### config.mk
export PLATFORM = sky130hd
export DESIGN_NAME = inv_map_affine_word
export DESIGN_NICKNAME = d
export VERILOG_FILES = /design/src/rtl/inv_map_affine_word.sv
export SDC_FILE = /design/constraint.sdc
export NUM_CORES = 1
export LEC_CHECK = 0
export ABC_CLOCK_PERIOD_IN_PS = 6800
export CAP_MARGIN = 10
export CORE_ASPECT_RATIO = 0.9
export CORE_MARGIN = 4
export CORE_UTILIZATION = 42
export CTS_CLUSTER_SIZE = 14
export DETAILED_ROUTE_END_ITERATION = 12
export PLACE_DENSITY = 0.66
export SETUP_SLACK_MARGIN = 0.05
export SLEW_MARGIN = 10
export SYNTH_ARGS = -nofsm -noshare
export SYNTH_HDL_FRONTEND = slang
export SYNTH_SLANG_ARGS = --single-unit
### constraint.sdc
create_clock -name clk -period 6.8 [get_ports clk]
set_input_delay 1.36 -clock clk [delete_from_list [all_inputs] [get_ports clk]]
set_output_delay 1.36 -clock clk [all_outputs]
set_load 0.005 [all_outputs]
### src/rtl/inv_map_affine_word.sv
// inv_map_affine_word
//   Output stage of the composite-field S-box datapath. A word of NBYTES bytes
//   in the GF((2^4)^2) basis is accepted, and each byte is mapped back to the
//   GF(2^8) polynomial basis through delta^-1. The AES forward affine transform
//   is then optionally applied. Bytes are handled one per clock, LSB first,
//   through a single shared mapping instance.
//
// Ports
//   clk        rising-edge clock
//   rst        synchronous active-high reset; aborts any word in flight
//   in_valid   in_word/in_affine valid
//   in_ready   block can accept a word (IDLE only)
//   in_word    composite-basis bytes, byte k = in_word[8k+7:8k]
//   in_affine  1 = delta^-1 then affine, 0 = delta^-1 only (sampled at accept)
//   out_valid  out_word valid (DONE)
//   out_ready  downstream accepts out_word
//   out_word   polynomial-basis result, same byte order
//   busy       high in BUSY or DONE
module inv_map_affine_word #(
  parameter int NBYTES = 4,
  localparam int W = 8 * NBYTES
) (
  input  logic         clk,
  input  logic         rst,
  input  logic         in_valid,
  output logic         in_ready,
  input  logic [W-1:0] in_word,
  input  logic         in_affine,
  output logic         out_valid,
  input  logic         out_ready,
  output logic [W-1:0] out_word,
  output logic         busy
);

  localparam int CW = (NBYTES > 1) ? $clog2(NBYTES) : 1;
  localparam logic [CW-1:0] LAST = CW'(NBYTES - 1);

  localparam logic [1:0] IDLE = 2'd0;
  localparam logic [1:0] BUSY = 2'd1;
  localparam logic [1:0] DONE = 2'd2;

  logic [1:0]    state;
  logic [CW-1:0] cnt;
  logic [W-1:0]  word_p0;
  logic          affine_p0;
  logic [W-1:0]  out_word_p1;
  logic [7:0]    cur_byte;
  logic [7:0]    mapped_byte;

  // Inverse isomorphism: composite basis back to polynomial basis.
  function automatic logic [7:0] delta_inv(input logic [7:0] c);
    logic [7:0] a;
    a[7] = c[4] ^ c[1];
    a[6] = c[7] ^ c[6] ^ c[5] ^ c[3] ^ c[1] ^ c[0];
    a[5] = c[7] ^ c[6] ^ c[5] ^ c[3] ^ c[2] ^ c[0];
    a[4] = c[6] ^ c[1];
    a[3] = c[6] ^ c[5] ^ c[4] ^ c[3] ^ c[2] ^ c[1];
    a[2] = c[7] ^ c[5] ^ c[4] ^ c[1];
    a[1] = c[5] ^ c[1];
    a[0] = c[2];
    return a;
  endfunction

  // AES forward affine: a ^ rotl1 ^ rotl2 ^ rotl3 ^ rotl4 ^ 0x63.
  function automatic logic [7:0] aes_affine(input logic [7:0] a);
    return a
         ^ {a[6:0], a[7]}
         ^ {a[5:0], a[7:6]}
         ^ {a[4:0], a[7:5]}
         ^ {a[3:0], a[7:4]}
         ^ 8'h63;
  endfunction

  always_comb begin
    cur_byte    = word_p0[8*cnt +: 8];
    mapped_byte = delta_inv(cur_byte);
    if (affine_p0) mapped_byte = aes_affine(mapped_byte);
  end

  // Stage p0: word/mode capture at accept; stage p1: per-byte result writeback.
  always_ff @(posedge clk) begin
    if (rst) begin
      state       <= IDLE;
      cnt         <= '0;
      word_p0     <= '0;
      affine_p0   <= 1'b0;
      out_word_p1 <= '0;
    end else begin
      case (state)
        IDLE: begin
          if (in_valid) begin
            word_p0   <= in_word;
            affine_p0 <= in_affine;
            cnt       <= '0;
            state     <= BUSY;
          end
        end
        BUSY: begin
          out_word_p1[8*cnt +: 8] <= mapped_byte;
          cnt <= cnt + 1'b1;
          if (cnt == LAST) state <= DONE;
        end
        DONE: begin
          if (out_ready) state <= IDLE;
        end
        default: state <= IDLE;
      endcase
    end
  end

  assign in_ready  = (state == IDLE);
  assign out_valid = (state == DONE);
  assign busy      = (state != IDLE);
  assign out_word  = out_word_p1;

endmodule

==> results.json, run 1 <==
{
  "post_cts_resize_count": 0,
  "netlist.area_leader.share_pct": 46.1,
  "startpoint_type": "register",
  "min-delay-path-class": "register to register",
  "clkSinkCount": 69,
  "final_core_util_pct": 58.6,
  "hpwl_mm": 5.32,
  "yosys_warnings": 0,
  "syn_nets": 378,
  "worst-endpoint-required_ns": 7.02,
  "drive_gt1_share_pct": 8.09,
  "place_ws_ns": 3.75,
  "vdd_ir_drop_max_mv": 0.148,
  "synth.area.top_cells": "sky130_fd_sc_hd__dfxtp_1, sky130_fd_sc_hd__nand2_1, sky130_fd_sc_hd__a21oi_1",
  "cts.hold.buffers_added": 0,
  "timing.max_slew.rel_slack_pct": 18.2,
  "floorplan.die.width_um": 97.1,
  "grt_first_pass_wirelength_mm": 12.1,
  "drtAntennaViolNets": 0,
  "crit_type": "register to register",
  "cts_inserted_buffers": 9,
  "max_cap_violations": 0,
  "mappedNetlistArea_sq_um": 3000,
  "drt_pre_antenna_iters": 4,
  "place.port_buffers": 71,
  "num_vias": 2538,
  "cts.repair_timing.setup_buffer_count": 0,
  "min_period_over_period_pct": 44.5,
  "post_synth.cell_area_avg_sq_um": 8.92,
  "cts_max_level": 3,
  "cts_tree": "built",
  "globalRouteTotalUtil_pct": 17.9,
  "worst-slew-pin-transition_ns": 1.23,
  "setup-tns-final_ns": 0,
  "report.final.setup_viol": 0,
  "drc_errors": 0,
  "ys_ff_latch": 69,
  "placeableCoreArea_sq_um": 6760,
  "clock_slew_seen_by_the_registers_of_the_worst_setup_and_hold_paths_ns": 0.08,
  "hold_viol_final": 0,
  "highest_cell_delay_on_the_worst_timing_path_ns": 0.82,
  "cellPowerDensity_nw_per_um2": 232,
  "gpl.final_weighted_congestion": 0.795,
  "fp.dieArea_sq_um": 8560,
  "synth_largest_area_cell": "sky130_fd_sc_hd__dfxtp_1",
  "cts.root.buffer_cell": "sky130_fd_sc_hd__clkbuf_8",
  "critPathMaxFanout": 14,
  "unrepaired_setup_endpoints_after_global_routing": "no",
  "rows": 28,
  "grt_max_degree": 71,
  "final_max_slew_viol_count": 0,
  "synth_cell_type_count": 28,
  "syn_to_final_growth_pct": 32.1,
  "total_number_of_nets_in_the_final_design": 445,
  "leakage_dissipation_uw": 0.00143,
  "synth_sequential_area_ratio_pct": 46.1,
  "post_drt_wl_per_cell_um": 14.8,
  "finalHoldWorstSlack_ns": 0.455,
  "vias_per_cell": 5.10,
  "floorplan.initialDensity_pct": 44.3,
  "post-route-min-period_ns": 3.03,
  "drt_wl_total_mm": 7.37,
  "via_count_of_the_first_global_routing_pass": 2482,
  "status": "finished, final reports clean",
  "hold-path-cell-count": 2,
  "timing.final.ws_setup_ns": 3.77,
  "insertion_delay_ns": 0.34,
  "critical_path.endpoint_type": "register",
  "timing.critical_path.slowest_stage_cell": "sky130_fd_sc_hd__dfxtp_1",
  "drt_iter0_markers": 187,
  "globalRouteOverflowTotal": 0,
  "setup_skew_ns": 0.00825,
  "antenna_diode_count": 0,
  "r2r.worst_path.cells": 6,
  "max_freq_mhz": 330,
  "ioPinCount": 72,
  "die_h_um": 88.2,
  "antenna_violations_before_repair": 0,
  "cts-root-to-sink-buffers": 2,
  "final.fill_count": 613,
  "timing.critical_path.cells": "mux4_2 > xnor3_2 > xnor3_1 > a21oi_2 > xnor2_1 > o21ai_1",
  "cp_data_arrival_time_ns": 3.25,
  "synthCells": 336
}
## final timing paths
check / from / endpoint / slack, ns
max: cnt[0] / out_word[18] / 3.77
min reg2reg: word_p0[6] / word_p0[6] / 0.46
min: word_p0[6] / word_p0[6] / 0.46
max reg2reg: cnt[0] / out_word[18] / 3.77
## cells in the final DEF (no fill, tap or decap), types with 6 or more instances in the layout
cell / instances
sky130_fd_sc_hd__nand2_1: 82
sky130_fd_sc_hd__clkbuf_8: 10
sky130_fd_sc_hd__a21oi_1: 45
sky130_fd_sc_hd__dfxtp_1: 69
sky130_fd_sc_hd__a22oi_1: 21
sky130_fd_sc_hd__clkdlybuf4s50_1: 70
sky130_fd_sc_hd__mux4_2: 8
sky130_fd_sc_hd__nor2_1: 28
sky130_fd_sc_hd__xnor2_1: 11
sky130_fd_sc_hd__o21ai_0: 6
## report_power, final
group	leakage (uW)	total (uW)	internal, uW	switching (uW)
sequential	0.000562	431	419	12.0
combinational	0.000776	157	77.3	79.8
clock	0.0000943	332	178	154
## layer usage
layer	vias up	part of all wire, %	track usage, %
li1	1279	-	-
met2	72	45	27.8
met4	0	2.0	7.02
met5	-	0	0
met1	1174	47	24.0
met3	13	5.9	4.70
## flip-flops by register name, indices dropped and copies added (netlist names)
register and flops:
affine_p0 1, cnt 2, state 2, out_word 32, word_p0 32
## cells in the mapped netlist
master and n:
sky130_fd_sc_hd__nor2_1 28, sky130_fd_sc_hd__nor3_1 1, sky130_fd_sc_hd__buf_2 2, sky130_fd_sc_hd__xor2_1 4, sky130_fd_sc_hd__a22oi_1 21, sky130_fd_sc_hd__buf_6 2, sky130_fd_sc_hd__mux2i_1 2, sky130_fd_sc_hd__a22o_1 4
sky130_fd_sc_hd__nor4_1 1, sky130_fd_sc_hd__ha_1 5, sky130_fd_sc_hd__nand2_1 82, sky130_fd_sc_hd__inv_1 5, sky130_fd_sc_hd__clkbuf_1 16, sky130_fd_sc_hd__mux4_2 8, sky130_fd_sc_hd__xnor3_1 3, sky130_fd_sc_hd__o21ai_1 5
sky130_fd_sc_hd__xnor3_2 2, sky130_fd_sc_hd__o21ai_0 6, sky130_fd_sc_hd__o21bai_1 1, sky130_fd_sc_hd__and3_1 1, sky130_fd_sc_hd__a21oi_2 1, sky130_fd_sc_hd__nor4b_1 3, sky130_fd_sc_hd__dfxtp_1 69, sky130_fd_sc_hd__nand2b_1 5
sky130_fd_sc_hd__xnor2_1 11, sky130_fd_sc_hd__a21oi_1 45, sky130_fd_sc_hd__and2_1 1, sky130_fd_sc_hd__nor2b_1 2
## metrics by stage
| step | instance area [sq um] | total power, uW | std cells |
|---|---|---|---|
| 2_1_floorplan | 3000 | 543 | 336 |
| 3_3_place_gp | 3760 | 594 | 482 |
| 3_5_place_dp | 3760 | 597 | 482 |
| 4_1_cts | 3960 | 926 | 498 |
| 5_1_grt | 3960 | 958 | 498 |
| 6_report | 3960 | 920 | 498 |
## cell families (layout without fill, tap and decap cells)
| logic type | Yosys count | count (layout) | share of synthesized area (%) |
|---|---|---|---|
| compound gates | 83 | 83 | 16.3 |
| xor+xnor | 20 | 20 | 8.22 |
| fa+ha+maj | 5 | 5 | 2.09 |
| buf+inv | 25 | 97 | 3.71 |
| flops | 69 | 69 | 46.1 |
| mux | 10 | 10 | 6.68 |
| simple gates | 124 | 124 | 16.9 |
## worst max-delay path, delay by kind of cell, from the launching register on
kind / cells / cell delay, ns
muxes: 1 / 0.67
DFF: 1 / 0.82
xor gates and xnor gates: 3 / 1.21
AOI/OAI and AO/OA: 2 / 0.20
## layout make-up
class,instances,area (sq um),area share (%)
clock buffers,10,138,3.47
clock inverters,6,62.6,1.58
inverters,5,18.8,0.474
multi-input cells,242,1510,38.0
flip-flops and latches,69,1380,34.9
well taps,90,113,2.84
repair buffers,76,743,18.8
Power figures use the tool's default switching activity.
==> inputs of run 2 (changes only) <==
Settings changed: ABC_CLOCK_PERIOD_IN_PS 6800 to 3000.
Clock period 6.8 ns to 3 ns, I/O delays scaled along.
==> results.json, run 2 (synthesized netlist as in run 1, its figures left out) <==
{
  "drtAntennaViolNets": 0,
  "global_route.usage.met3_pct": 5.57,
  "post_drt_wl_per_cell_um": 14.6,
  "cts_inserted_buffers": 9,
  "cts.root.buffer_cell": "sky130_fd_sc_hd__clkbuf_8",
  "syn_to_final_growth_pct": 33.4,
  "fin_total_pwr_uw": 2090,
  "grt_first_pass_wirelength_mm": 11.9,
  "placedCellCount": 487,
  "drt_iter0_markers": 111,
  "rows": 28,
  "gpl.final_weighted_congestion": 0.834,
  "max_freq_mhz": 382,
  "final_max_slew_viol_count": 0,
  "netSwitchingFraction_pct": 27.5,
  "regToRegStartpoint": "cnt[0]",
  "floorplan.die.width_um": 97.1,
  "share_clk_of_total_power_pct": 36.1,
  "busiest_layer": "met2",
  "insertion_delay_ns": 0.34,
  "r2r.worst_path.cells": 6,
  "cts_max_level": 3,
  "placed_area_sq_um": 3800,
  "via_count_of_the_first_global_routing_pass": 2466,
  "timing.critical_path.cells": "mux4_2 > xnor3_2 > xnor3_1 > a21oi_2 > xnor2_1 > o21ai_1",
  "final_core_util_pct": 59.1,
  "min-delay-path-class": "register to register",
  "final_cells": 503,
  "setup-tns-final_ns": 0,
  "final.fill_count": 618,
  "whs_endpoint": "out_word[10]",
  "cellPowerDensity_nw_per_um2": 523,
  "clock_slew_seen_by_the_registers_of_the_worst_setup_and_hold_paths_ns": 0.07,
  "report.final.setup_viol": 0,
  "drive_gt1_share_pct": 9.44,
  "critPathMaxFanout": 9,
  "unrepaired_setup_endpoints_after_global_routing": "no",
  "hold_viol_final": 0,
  "min_period_over_period_pct": 87.2,
  "startpoint_type": "register",
  "grt_util_met2_pct": 26.6,
  "fp.dieArea_sq_um": 8560,
  "total_number_of_nets_in_the_final_design": 450,
  "max_cap_violations": 0,
  "antenna_violations_before_repair": 0,
  "antenna_diode_count": 0,
  "cts_tree": "built",
  "layout.cells.most_common": "sky130_fd_sc_hd__nand2_1",
  "internal-power_uw": 1520,
  "num_vias": 2564,
  "globalRouteOverflowTotal": 0,
  "netSwitchingPower_uw": 575,
  "cts-root-to-sink-buffers": 2,
  "floorplan.initialDensity_pct": 44.3,
  "drc_errors": 0,
  "r2r_end": "out_word[26]",
  "critical_path.endpoint_type": "register",
  "layout.cell_area.non_filler_sq_um": 4000,
  "leakage_dissipation_uw": 0.00145,
  "place.port_buffers": 71,
  "drt_wl_total_mm": 7.33,
  "timing.max_slew.rel_slack_pct": 48.7,
  "die_h_um": 88.2,
  "hpwl_mm": 5.33,
  "worst-slew-pin-transition_ns": 0.769,
  "clkSinkCount": 69,
  "grtUsageMet1_pct": 24.1,
  "post-route-min-period_ns": 2.62,
  "status": "finished, final reports clean",
  "layout_common_cells": "sky130_fd_sc_hd__nand2_1, sky130_fd_sc_hd__clkdlybuf4s50_1, sky130_fd_sc_hd__dfxtp_1, sky130_fd_sc_hd__a21oi_1, sky130_fd_sc_hd__nor2_1",
  "vias_per_cell": 5.10,
  "cp_data_arrival_time_ns": 2.84,
  "timing.reg2reg.setup_slack_ns": 0.38,
  "globalRouteTotalUtil_pct": 17.5,
  "comb_power_share_pct": 17.1,
  "holdCritStartpoint": "out_word[10]",
  "setup_skew_ns": 0.00439,
  "ioPinCount": 72,
  "grt_max_degree": 45,
  "hold-path-cell-count": 2,
  "timing.critical_path.slowest_stage_cell": "sky130_fd_sc_hd__mux4_2",
  "share_seq_of_total_power_pct": 46.7,
  "drt_pre_antenna_iters": 4,
  "cts.hold.buffers_added": 0,
  "highest_cell_delay_on_the_worst_timing_path_ns": 0.63,
  "crit_type": "register to register",
  "worst-endpoint-required_ns": 3.22,
  "vdd_ir_drop_max_mv": 0.336,
  "placeableCoreArea_sq_um": 6760
}
[run 2: cell type report]
type | count | area [sq um] | share of cell area (%)
tap | 90 | 113 | 2.82
multi-input combinational | 242 | 1510 | 37.6
clock buffer | 9 | 124 | 3.10
inverter | 5 | 18.8 | 0.469
clock inverter | 7 | 75.1 | 1.88
timing repair buffer | 81 | 781 | 19.5
sequential | 69 | 1380 | 34.6
[run 2: timing repair]
item / CTS / global route
buffers inserted: 0 / 0
gates resized for setup: 0 / 1
setup endpoints to repair: 0 / 4
[run 2: how the worst max path moves through the flow]
stage                start           end  slack, ns
global route        cnt[0]  out_word[10]       0.25
CTS                 cnt[0]  out_word[26]       0.17
detailed placement  cnt[0]  out_word[26]       0.17
floorplan           cnt[0]  out_word[10]       0.46
finish              cnt[0]  out_word[26]       0.38
global placement    cnt[0]   out_word[2]       0.26
[run 2: layer usage]
layer / part of all wire [%] / up-vias
met3: 5.6 / 6
met1: 49 / 1191
met4: 0.89 / 0
met2: 45 / 78
met5: 0 / -
li1: - / 1289
[run 2: worst max-delay path: cells and delay by family (launching register included)]
| family | cells | cell delay (ns) |
|---|---|---|
| flip-flops | 1 | 0.50 |
| multiplexers | 1 | 0.63 |
| XOR/XNOR | 3 | 1.19 |
| AO/OA/AOI/OAI | 2 | 0.19 |
[run 2: through the flow]
| step | hold slack [ns] | setup WS (ns) |
|---|---|---|
| floorplan | 0.433 | 0.463 |
| global placement | 0.440 | 0.264 |
| detailed placement | 0.441 | 0.170 |
| CTS | 0.452 | 0.168 |
| global route | 0.473 | 0.246 |
| finish | 0.446 | 0.384 |
[run 2: power by group through the flow]
stage	clock (uW)	sequential, uW	combinational [uW]
floorplan	0	987	243
detailed placement	0	999	359
finish	756	978	358
global placement	0	999	354
CTS	768	977	361
global route	810	983	393
==> inputs of run 3 (changes only) <==
Settings changed: CORE_UTILIZATION 42 to 45, PLACE_DENSITY 0.66 to default, PLACE_DENSITY_LB_ADDON from default to 0.05.
==> results.json, run 3 (synthesized netlist as in run 1, its figures left out) <==
{
  "status": "finished, final reports clean",
  "die_h_um": 85.4,
  "drtAntennaViolNets": 0,
  "met2RoutedLength_mm": 3.38,
  "r2r_end": "out_word[18]",
  "hpwl_mm": 5.53,
  "drt_iter0_markers": 197,
  "cellPowerDensity_nw_per_um2": 522,
  "globalRouteOverflowTotal": 0,
  "clkSinkCount": 69,
  "grt_max_degree": 43,
  "critical_path.endpoint_type": "register",
  "cts_max_level": 3,
  "syn_to_final_growth_pct": 33.6,
  "grt_first_pass_wirelength_mm": 12.6,
  "layout.cells.most_common": "sky130_fd_sc_hd__nand2_1",
  "floorplan.die.width_um": 94.0,
  "cts_inserted_buffers": 9,
  "drt_wl_total_mm": 7.67,
  "layout_common_cells": "sky130_fd_sc_hd__nand2_1, sky130_fd_sc_hd__clkdlybuf4s50_1, sky130_fd_sc_hd__dfxtp_1, sky130_fd_sc_hd__a21oi_1, sky130_fd_sc_hd__nor2_1",
  "wl_met1_mm": 3.69,
  "hold-path-cell-count": 2,
  "leakage_dissipation_uw": 0.00146,
  "timing.reg2reg.setup_slack_ns": 0.28,
  "final_max_slew_viol_count": 0,
  "globalRouteTotalUtil_pct": 20.1,
  "drive_gt1_share_pct": 8.92,
  "multiInputGateArea_sq_um": 1510,
  "report.final.setup_viol": 0,
  "met3RoutedLength_um": 518,
  "num_vias": 2621,
  "unrepaired_setup_endpoints_after_global_routing": "no",
  "floorplan.initialDensity_pct": 47.7,
  "place.port_buffers": 71,
  "worst-endpoint-required_ns": 3.22,
  "drc_errors": 0,
  "worst-slew-pin-transition_ns": 0.606,
  "rows": 27,
  "final-seq-area_sq_um": 1380,
  "antenna_violations_before_repair": 0,
  "min-delay-path-class": "register to register",
  "total_number_of_nets_in_the_final_design": 452,
  "vias_per_cell": 5.22,
  "post_drt_wl_per_cell_um": 15.3,
  "via_count_of_the_first_global_routing_pass": 2524,
  "regToRegStartpoint": "cnt[0]",
  "final_core_util_pct": 63.7,
  "cts.root.buffer_cell": "sky130_fd_sc_hd__clkbuf_8",
  "setup-tns-final_ns": 0,
  "gpl.final_weighted_congestion": 0.832,
  "cts-root-to-sink-buffers": 2,
  "post-route-min-period_ns": 2.72,
  "post_cts_resize_count": 0,
  "cp_data_arrival_time_ns": 2.94,
  "crit_type": "register to register",
  "timing.max_slew.rel_slack_pct": 59.3,
  "whs_endpoint": "out_word[2]",
  "max_cap_violations": 0,
  "r2r.worst_path.cells": 6,
  "cts.hold.buffers_added": 0,
  "fp.dieArea_sq_um": 8030,
  "startpoint_type": "register",
  "critPathMaxFanout": 8,
  "cts_tree": "built",
  "holdCritStartpoint": "out_word[2]",
  "max_freq_mhz": 368,
  "setup_skew_ns": 0.00870,
  "hold_viol_final": 0,
  "cts.repair_timing.setup_buffer_count": 0,
  "dr.max_layer_used": "met4",
  "placeableCoreArea_sq_um": 6280,
  "antenna_diode_count": 0,
  "insertion_delay_ns": 0.34,
  "drt_pre_antenna_iters": 4,
  "clock_slew_seen_by_the_registers_of_the_worst_setup_and_hold_paths_ns": 0.07,
  "min_period_over_period_pct": 90.6,
  "final.fill_count": 569,
  "vdd_ir_drop_max_mv": 0.314,
  "ioPinCount": 72
}
-- run 3: worst max-delay path: stages (launching register included) --
cell                      delay (ns)
sky130_fd_sc_hd__dfxtp_1        0.61
sky130_fd_sc_hd__mux4_2         0.68
sky130_fd_sc_hd__xnor3_2        0.44
sky130_fd_sc_hd__xnor3_1        0.38
sky130_fd_sc_hd__a21oi_2        0.16
sky130_fd_sc_hd__xnor2_1        0.21
sky130_fd_sc_hd__o21ai_1        0.12
-- run 3: metal layers --
layer	track usage, %	up-vias
li1	-	1291
met2	28.4	78
met1	29.2	1246
met3	5.23	6
met5	0	-
met4	7.87	0
-- run 3: final cells by class --
type / count / share of cell area (%)
clock buffers: 13 / 3.72
clock inverters: 3 / 1.13
inverters: 5 / 0.469
multi-input cells: 242 / 37.6
flip-flops and latches: 69 / 34.5
well taps: 87 / 2.72
repair buffers: 83 / 19.9
-- run 3: where the power goes --
part | switching [uW] | internal, uW
clock | 331 | 408
combinational | 188 | 183
sequential | 28.3 | 951
-- run 3: how the worst max path moves through the flow --
stage | to | cells after the start | startpoint
final | out_word[18] | 6 | cnt[0]
after detailed placement | out_word[18] | 6 | cnt[0]
after floorplan | out_word[10] | 8 | cnt[0]
after global placement | out_word[26] | 6 | cnt[0]
after CTS | out_word[18] | 6 | cnt[0]
after global routing | out_word[18] | 6 | cnt[0]
-- run 3: stage by stage --
stage	instances	total power (uW)	hold WS [ns]	setup slack, ns	cell area, sq um
floorplan	336	1230	0.433	0.463	3000
global placement	486	1360	0.441	0.305	3810
detailed placement	486	1370	0.441	0.262	3810
CTS	502	2110	0.450	0.242	4000
global route	502	2180	0.461	0.0727	4000
finish	502	2090	0.445	0.281	4000
